`src/rtl/uart_rx.sv`:
```
// UART receiver: 2-flop synchroniser, start/data/even-parity/stop deserialiser, and packing of
// NUM_WORDS good words into one W_OUT-bit beat announced by a single-cycle m_valid pulse.
module uart_rx #(
  parameter int CLOCKS_PER_PULSE = 16,
  parameter int BITS_PER_WORD    = 8,
  parameter int W_OUT            = 16
) (
  input  logic             clk,
  input  logic             rstn,
  input  logic             rx,
  output logic             m_valid,
  output logic [W_OUT-1:0] m_data,
  output logic [2:0]       dbg_state
);
  // Stream out: m_valid is a one-cycle strobe with m_data stable in that cycle; no ready exists,
  // so the consumer must accept every beat the cycle it is strobed.
  localparam int NUM_WORDS = W_OUT / BITS_PER_WORD;
  localparam int CW = (CLOCKS_PER_PULSE > 1) ? $clog2(CLOCKS_PER_PULSE) : 1;
  localparam int IW = (BITS_PER_WORD > 1) ? $clog2(BITS_PER_WORD) : 1;
  localparam int WW = (NUM_WORDS > 1) ? $clog2(NUM_WORDS) : 1;
  localparam logic [CW-1:0] HALF      = CW'(CLOCKS_PER_PULSE / 2 - 1);
  localparam logic [CW-1:0] FULL      = CW'(CLOCKS_PER_PULSE - 1);
  localparam logic [IW-1:0] LAST_BIT  = IW'(BITS_PER_WORD - 1);
  localparam logic [WW-1:0] LAST_WORD = WW'(NUM_WORDS - 1);

  typedef enum logic [2:0] {
    IDLE   = 3'd0,
    START  = 3'd1,
    DATA   = 3'd2,
    PARITY = 3'd3,
    STOP   = 3'd4
  } state_t;

  state_t                   state_q, state_d;
  logic                     rx_meta_q, rx_meta_d;
  logic                     rx_sync_q, rx_sync_d;
  logic [CW-1:0]            cnt_q, cnt_d;
  logic [IW-1:0]            bit_q, bit_d;
  logic [BITS_PER_WORD-1:0] data_q, data_d;
  logic                     par_ok_q, par_ok_d;
  logic [WW-1:0]            word_q, word_d;
  logic [W_OUT-1:0]         pack_q, pack_d;
  logic                     m_valid_q, m_valid_d;
  logic [W_OUT-1:0]         m_data_q, m_data_d;

  always_comb begin
    state_d   = state_q;
    rx_meta_d = rx;
    rx_sync_d = rx_meta_q;
    cnt_d     = cnt_q;
    bit_d     = bit_q;
    data_d    = data_q;
    par_ok_d  = par_ok_q;
    word_d    = word_q;
    pack_d    = pack_q;
    m_valid_d = 1'b0;
    m_data_d  = m_data_q;
    case (state_q)
      IDLE: begin
        if (!rx_sync_q) begin
          cnt_d   = HALF;
          state_d = START;
        end
      end
      START: begin
        if (cnt_q != '0) cnt_d = cnt_q - CW'(1);
        else if (rx_sync_q) state_d = IDLE;  // line back high mid start bit: a glitch
        else begin
          cnt_d   = FULL;
          bit_d   = '0;
          state_d = DATA;
        end
      end
      DATA: begin
        if (cnt_q != '0) cnt_d = cnt_q - CW'(1);
        else begin
          data_d[bit_q] = rx_sync_q;
          cnt_d         = FULL;
          if (bit_q == LAST_BIT) state_d = PARITY;
          else bit_d = bit_q + IW'(1);
        end
      end
      PARITY: begin
        if (cnt_q != '0) cnt_d = cnt_q - CW'(1);
        else begin
          par_ok_d = (rx_sync_q == ^data_q);
          cnt_d    = FULL;
          state_d  = STOP;
        end
      end
      STOP: begin
        if (cnt_q != '0) cnt_d = cnt_q - CW'(1);
        else begin
          // Leaving at mid stop bit lets the next start edge be seen in its second half.
          state_d = IDLE;
          if (par_ok_q && rx_sync_q) begin
            pack_d[int'(word_q)*BITS_PER_WORD +: BITS_PER_WORD] = data_q;
            if (word_q == LAST_WORD) begin
              m_data_d  = pack_d;
              m_valid_d = 1'b1;
              word_d    = '0;
            end else begin
              word_d = word_q + WW'(1);
            end
          end else begin
            word_d = '0;
          end
        end
      end
      default: state_d = IDLE;
    endcase
  end

  always_ff @(posedge clk or posedge rstn) begin
    if (rstn) begin
      state_q   <= IDLE;
      rx_meta_q <= 1'b1;
      rx_sync_q <= 1'b1;
      cnt_q     <= '0;
      bit_q     <= '0;
      data_q    <= '0;
      par_ok_q  <= 1'b0;
      word_q    <= '0;
      pack_q    <= '0;
      m_valid_q <= 1'b0;
      m_data_q  <= '0;
    end else begin
      state_q   <= state_d;
      rx_meta_q <= rx_meta_d;
      rx_sync_q <= rx_sync_d;
      cnt_q     <= cnt_d;
      bit_q     <= bit_d;
      data_q    <= data_d;
      par_ok_q  <= par_ok_d;
      word_q    <= word_d;
      pack_q    <= pack_d;
      m_valid_q <= m_valid_d;
      m_data_q  <= m_data_d;
    end
  end

  assign m_valid   = m_valid_q;
  assign m_data    = m_data_q;
  assign dbg_state = state_q;
endmodule

```
`config.mk`:
```
export PLATFORM = sky130hd
export DESIGN_NAME = uart_rx
export DESIGN_NICKNAME = d
export VERILOG_FILES = /design/src/rtl/uart_rx.sv
export SDC_FILE = /design/constraint.sdc
export NUM_CORES = 1
export LEC_CHECK = 0
export CAP_MARGIN = 20
export CORE_MARGIN = 10
export CORE_UTILIZATION = 59
export DETAILED_ROUTE_END_ITERATION = 10
export GPL_ROUTABILITY_DRIVEN = 0
export HOLD_SLACK_MARGIN = 0.08
export PLACE_DENSITY_LB_ADDON = 0.2
export RECOVER_POWER = 100
export SLEW_MARGIN = 10
export SYNTH_ARGS = -nofsm -noshare
export SYNTH_HDL_FRONTEND = slang
export SYNTH_SLANG_ARGS = --single-unit
```
`constraint.sdc`:
```
create_clock -name clk -period 5.46 [get_ports clk]
set_input_delay 0.546 -clock clk [delete_from_list [all_inputs] [get_ports clk]]
set_output_delay 0.546 -clock clk [all_outputs]
set_load 0.005 [all_outputs]
```
# Word level (Yosys, flattened, before mapping)
# Index checks and enable logic that the tools add are counted.
# Widths: inputs -> output; s select.
# classes
n_shift	2
eq_ne	16
n_reduce_logical	16
magnitude_cmp	2
add_sub_neg	4
mux	29
bitwise	1
# op_table
op	n
$neg 4->33	1
$shift 8x33->16 const A	1
$shiftx 8x33->16	1
$mux 3	10
$mux 4	5
$ne 2x2->1 const B	9
$bwmux 16	1
$pmux 4 s4	1
$pmux 3 s5	1
$bwmux 8	1
$reduce_and 4->1	2
$reduce_bool 4->1	2
$reduce_xor 8->1	1
$mux 1	7
$eq 3x2->1 const B	2
$eq 3x3->1 const B	2
$pmux 3 s2	1
$reduce_and 2->1	3
$reduce_and 6->1	1
$reduce_and 5->1	1
$lt 3x4->1 const B	1
$sub 4x1->4 const B	1
$add 3x1->3 const B	1
$demux 1 s3	1
12 further kinds	13
# totals
wordCells	81
in_bits	3
regBits	55

# Logic depth before layout (Yosys ltp)
# logic_depth
ltp_word	5
depth_mapped	10

# Worst setup path before layout
# OpenSTA, ideal clock, no wires.
# synth_path
path_type	register to register
from	register cnt_q[0]
to	register pack_q[0]
path_stages_with_launch	7
setup_ps	125
synth_period_minus_slack_ps	2080
slack_ps	3380
arrival_time_ps	1955
cell_sequence	dfrtp_1 -> inv_1 -> ha_1 -> or3b_1 -> buf_4 -> nor4_4 -> mux2_2
# synth_via
elab_chain_len	3
# synth_lines
item	line	text
start: declaration	37	logic [CW-1:0] cnt_q, cnt_d;
start signal: assignment	131	cnt_q <= cnt_d;
$reduce_bool 4->1	92	if (cnt_q != '0) cnt_d = cnt_q - CW'(1);
$not 1->1 (no source line)	n/a	
$reduce_and 3->1 (no source line)	n/a	
end signal: assignment	136	pack_q <= pack_d;
end: declaration	42	logic [W_OUT-1:0] pack_q, pack_d;
# Every way passes these cells.
# A chain may end at the register's enable or synchronous reset.

# Final worst setup path
# layout_path
from	register cnt_q[0]
to	register pack_q[4]
# The elaborated chain is that of the path after synthesis.

==> summary.md <==
| Metric | Value |
|---|---|
| Peak VDD IR | `0.237 mV` |
| Critical path launch point type | `flip-flop` |
| CTS root buf | `clkbuf_4` |
| Worst r2r dst | `pack_q[4]` |
| WL final | `3930 µm` |
| Yosys reg bits | `47` |
| First-pass DRT Iterations | `4` |
| Worst Path Max Fanout | `9` |
| Hold path startpoint | `rx_meta_q` |
| GRT Total Usage | `0.130` |
| Core Area | `3390 µm²` |
| P_sw | `about 230 µW` |
| Clock Power Share | `0.271` |
| Hold_buf cts | `0` |
| RSZ-0062 raised after global routing | `no` |
| TritonCTS clock tree | `built` |
| Synth Area in Compound Gates | `0.0544` |
| Seq/Total Area, Yosys | `0.563` |
| Worst Max-Slew Pin Slew | `2370 ps` |
| First DRT Iteration DRCs | `roughly 130` |
| Die Span Y | `around 80 µm` |
| Period utilization | `0.548` |
| Largest family of logic cells by synthesized area | `simple AND/OR/NAND/NOR gates` |
| Power share of the combinational group | `0.186` |
| CTS Buf Count | `5` |
| Hold crit path type | `flip-flop to flip-flop` |
| Fin Clk Skew | `7.17 ps` |
| PostCTS Resize Cnt | `0` |
| Mapped Area | `2090 µm²` |
| Total number of vias | `1461` |
| # H-tree levels | `2` |
| CP Capture Type | `flip-flop` |
| Max-Cap Viols | `2` |
| Vias in the first global route | `1392` |
| Worst EP required | `5720 ps` |
| Reg power frac | `0.543` |
| Worst hold path endpoint | `rx_sync_q` |
| Utilization after layout | `0.708` |
| Ant. Diodes | `0` |
| Hold Path Cell Cnt | `0` |
| Xor and xnor area share after synthesis | `0.0377` |
| Reg-to-reg critical path startpoint | `cnt_q[0]` |
| Drt wl/cell | `14.5 µm` |
| Post-DP HPWL | `2860 µm` |
| Failing checks | `max-capacitance violations, max-slew violations` |
| Pleak | `1.24 nW` |
| Post-layout nets | `229` |
| Setup TNS | `0 ps` |
| Mapped Nets | `207` |
| Post-synthesis mux area share | `0.102` |
| Share of the synthesized area in the top cell type | `0.538` |
| CTS Sinks | `47` |
| Final Hold Viols | `0` |
| Kind of critical path | `flip-flop to flip-flop` |
| Clock Tree Buf Depth | `2` |
| Worst rel slew slack | `-0.579` |
| Setup slack, reg-to-reg | `2470 ps` |
| Initial core utilization | `0.617` |
| Rows | `21` |
| Initial antenna violation count | `0` |
| Post-route DRC | `0` |
| Skew-Pair Late Insertion Delay | `360 ps` |
| Synth top area cells | `dfrtp_1 54%, nand2_1 11%, mux2_2 10%, xnor2_1 2.9%, dfstp_2 2.5%` |
| Final slew viol count | `48` |
| Yosys cell types | `33` |
| Setup WS post-layout | `2470 ps` |
| Clock slew seen by the registers of the worst setup and hold paths | `130 ps` |
| Minimum clock period | `2990 ps` |
| FF-to-FF path depth | `5` |
| First-pass GRT wire length | `6660 µm` |
| PD cells | `325 nW/µm²` |
| Fmax | `0.334 GHz` |
| Largest net degree at the start of global routing | `48` |
| Internal | `548 µW` |
| Remaining global-route overflow | `0` |
| Simple-Gate Fraction of Synth Area | `0.191` |
| Worst slack at placement | `approximately 3000 ps` |
| Layout area overhead | `14.7%` |
| Sw Share | `0.296` |
| Hold slack | `about 370 ps` |
| Outcome | `complete, but fails checks` |
| Yosys warnings | `0` |
| Synth Instances | `about 200` |
| Area leader, netlist | `dfrtp_1` |
| Area of the die | `6330 µm²` |
| Io pins | `23` |
| PortBufs | `22` |
| Adder-cell share of the synthesized area | `0.0179` |
| DRT antenna net count | `0` |
| Critical path arrival | `3250 ps` |
| Die Span X | `79.5 µm` |
| Endpoints failing setup | `0` |
| Mean Syn Cell Area | `10.4 µm²` |
| Share of layout cells above drive strength 1 | `0.107` |
| Routed vias/inst | `approximately 5.4` |
| Post-CTS setup buffers | `0` |
[worst max-delay path by stage]
stage                        start            to  slack [ps]  depth (start not counted)
final                     cnt_q[0]     pack_q[4]        2470                          5
after detailed placement  cnt_q[0]     m_data[6]        3000                          8
after global placement    cnt_q[0]     m_data[9]        3140                          8
after floorplan           cnt_q[0]     pack_q[0]        3380                          6
after global routing          rstn  dbg_state[1]        2180                          3
after CTS                 cnt_q[0]     m_data[6]        2950                          8
[per-layer routing]
layer / up-vias / GRT usage / wire length (µm)
li1: 717 / - / -
met1: 701 / 0.165 / 1710
met2: 35 / 0.205 / 1890
met3: 8 / 0.0473 / 263
met4: 0 / 0.0323 / 60
met5: - / 0 / 0
[flip-flops by register name, summed over array words and instances (netlist names)]
name and cells:
cnt_q 4, dbg_state 3, rx_meta_q 1, pack_q 8
bit_q 3, m_data 16, rx_sync_q 1, word_q 1
data_q 8, m_valid 1, par_ok_q 1
[cell families after synthesis]
| family | Yosys count |
|---|---|
| adders and majority gates | 3 |
| xor gates and xnor gates | 9 |
| muxes | 19 |
| and+or+nand+nor | 89 |
| AOI/OAI and AO/OA | 18 |
| DFF | 47 |
| buffers and inverters | 16 |
[worst max-delay path, stage by stage (launching register included)]
cell and delay [ps]:
dfrtp_1 440, inv_1 80, ha_1 200, or3b_1 510, nor4_1 1230, mux2_2 440
[placed cells by master (no fill, tap or decap), types with 2 or more instances in the layout]
cell type / n
a21oi_1: 3
clkbuf_4: 5
dfrtp_1: 45
dfstp_2: 2
dlygate4sd3_1: 22
ha_1: 3
inv_1: 7
mux2_1: 5
mux2_2: 14
nand2_1: 63
nand3_1: 3
nand4_1: 3
nor2_1: 5
nor3_1: 4
nor4_1: 4
o21ai_0: 9
or3b_1: 2
xnor2_1: 7
xor2_1: 2
[Yosys cell counts]
library cell	count
a21oi_2	1
o21ai_0	9
or3_1	1
nor4_4	1
mux2_2	19
nand3_1	3
clkbuf_1	5
xnor2_1	7
or4_1	1
dfrtp_1	45
a221o_1	1
a21o_1	1
inv_1	7
inv_2	1
nor2_1	5
nand2_1	63
ha_1	3
a311oi_1	1
and3_1	1
nor3b_1	1
nand4_1	3
a211oi_1	1
buf_4	2
nand2b_1	1
or3b_1	2
nor3_1	4
nor4_1	3
xor2_1	2
a22o_1	1
a21oi_1	2
dfstp_2	2
buf_2	1
o31ai_1	1
[through the flow]
step	std cells	total power, mW	cell area [µm²]
after global placement	262	0.573	2340
after global routing	270	0.825	2400
final	270	0.779	2400
after detailed placement	262	0.583	2340
after CTS	270	0.796	2420
after floorplan	201	0.539	2090
[power groups by stage]
| stage | clock network, mW | logic [mW] | registers, mW |
|---|---|---|---|
| after global routing | 0.231 | 0.164 | 0.430 |
| after CTS | 0.218 | 0.155 | 0.422 |
| after floorplan | 0 | 0.126 | 0.413 |
| final | 0.211 | 0.145 | 0.423 |
| after global placement | 0 | 0.146 | 0.427 |
| after detailed placement | 0 | 0.154 | 0.429 |
[cell type report]
type                       count  area (µm²)
tap                           46        57.6
fill                         255         990
multi-input combinational    138         826
inverter                       8        30.0
sequential                    47        1180
clock buffer                   5        37.5
timing repair buffer          23         224
clock inverter                 3        46.3
No activity file was read; power rests on OpenSTA's default activity.
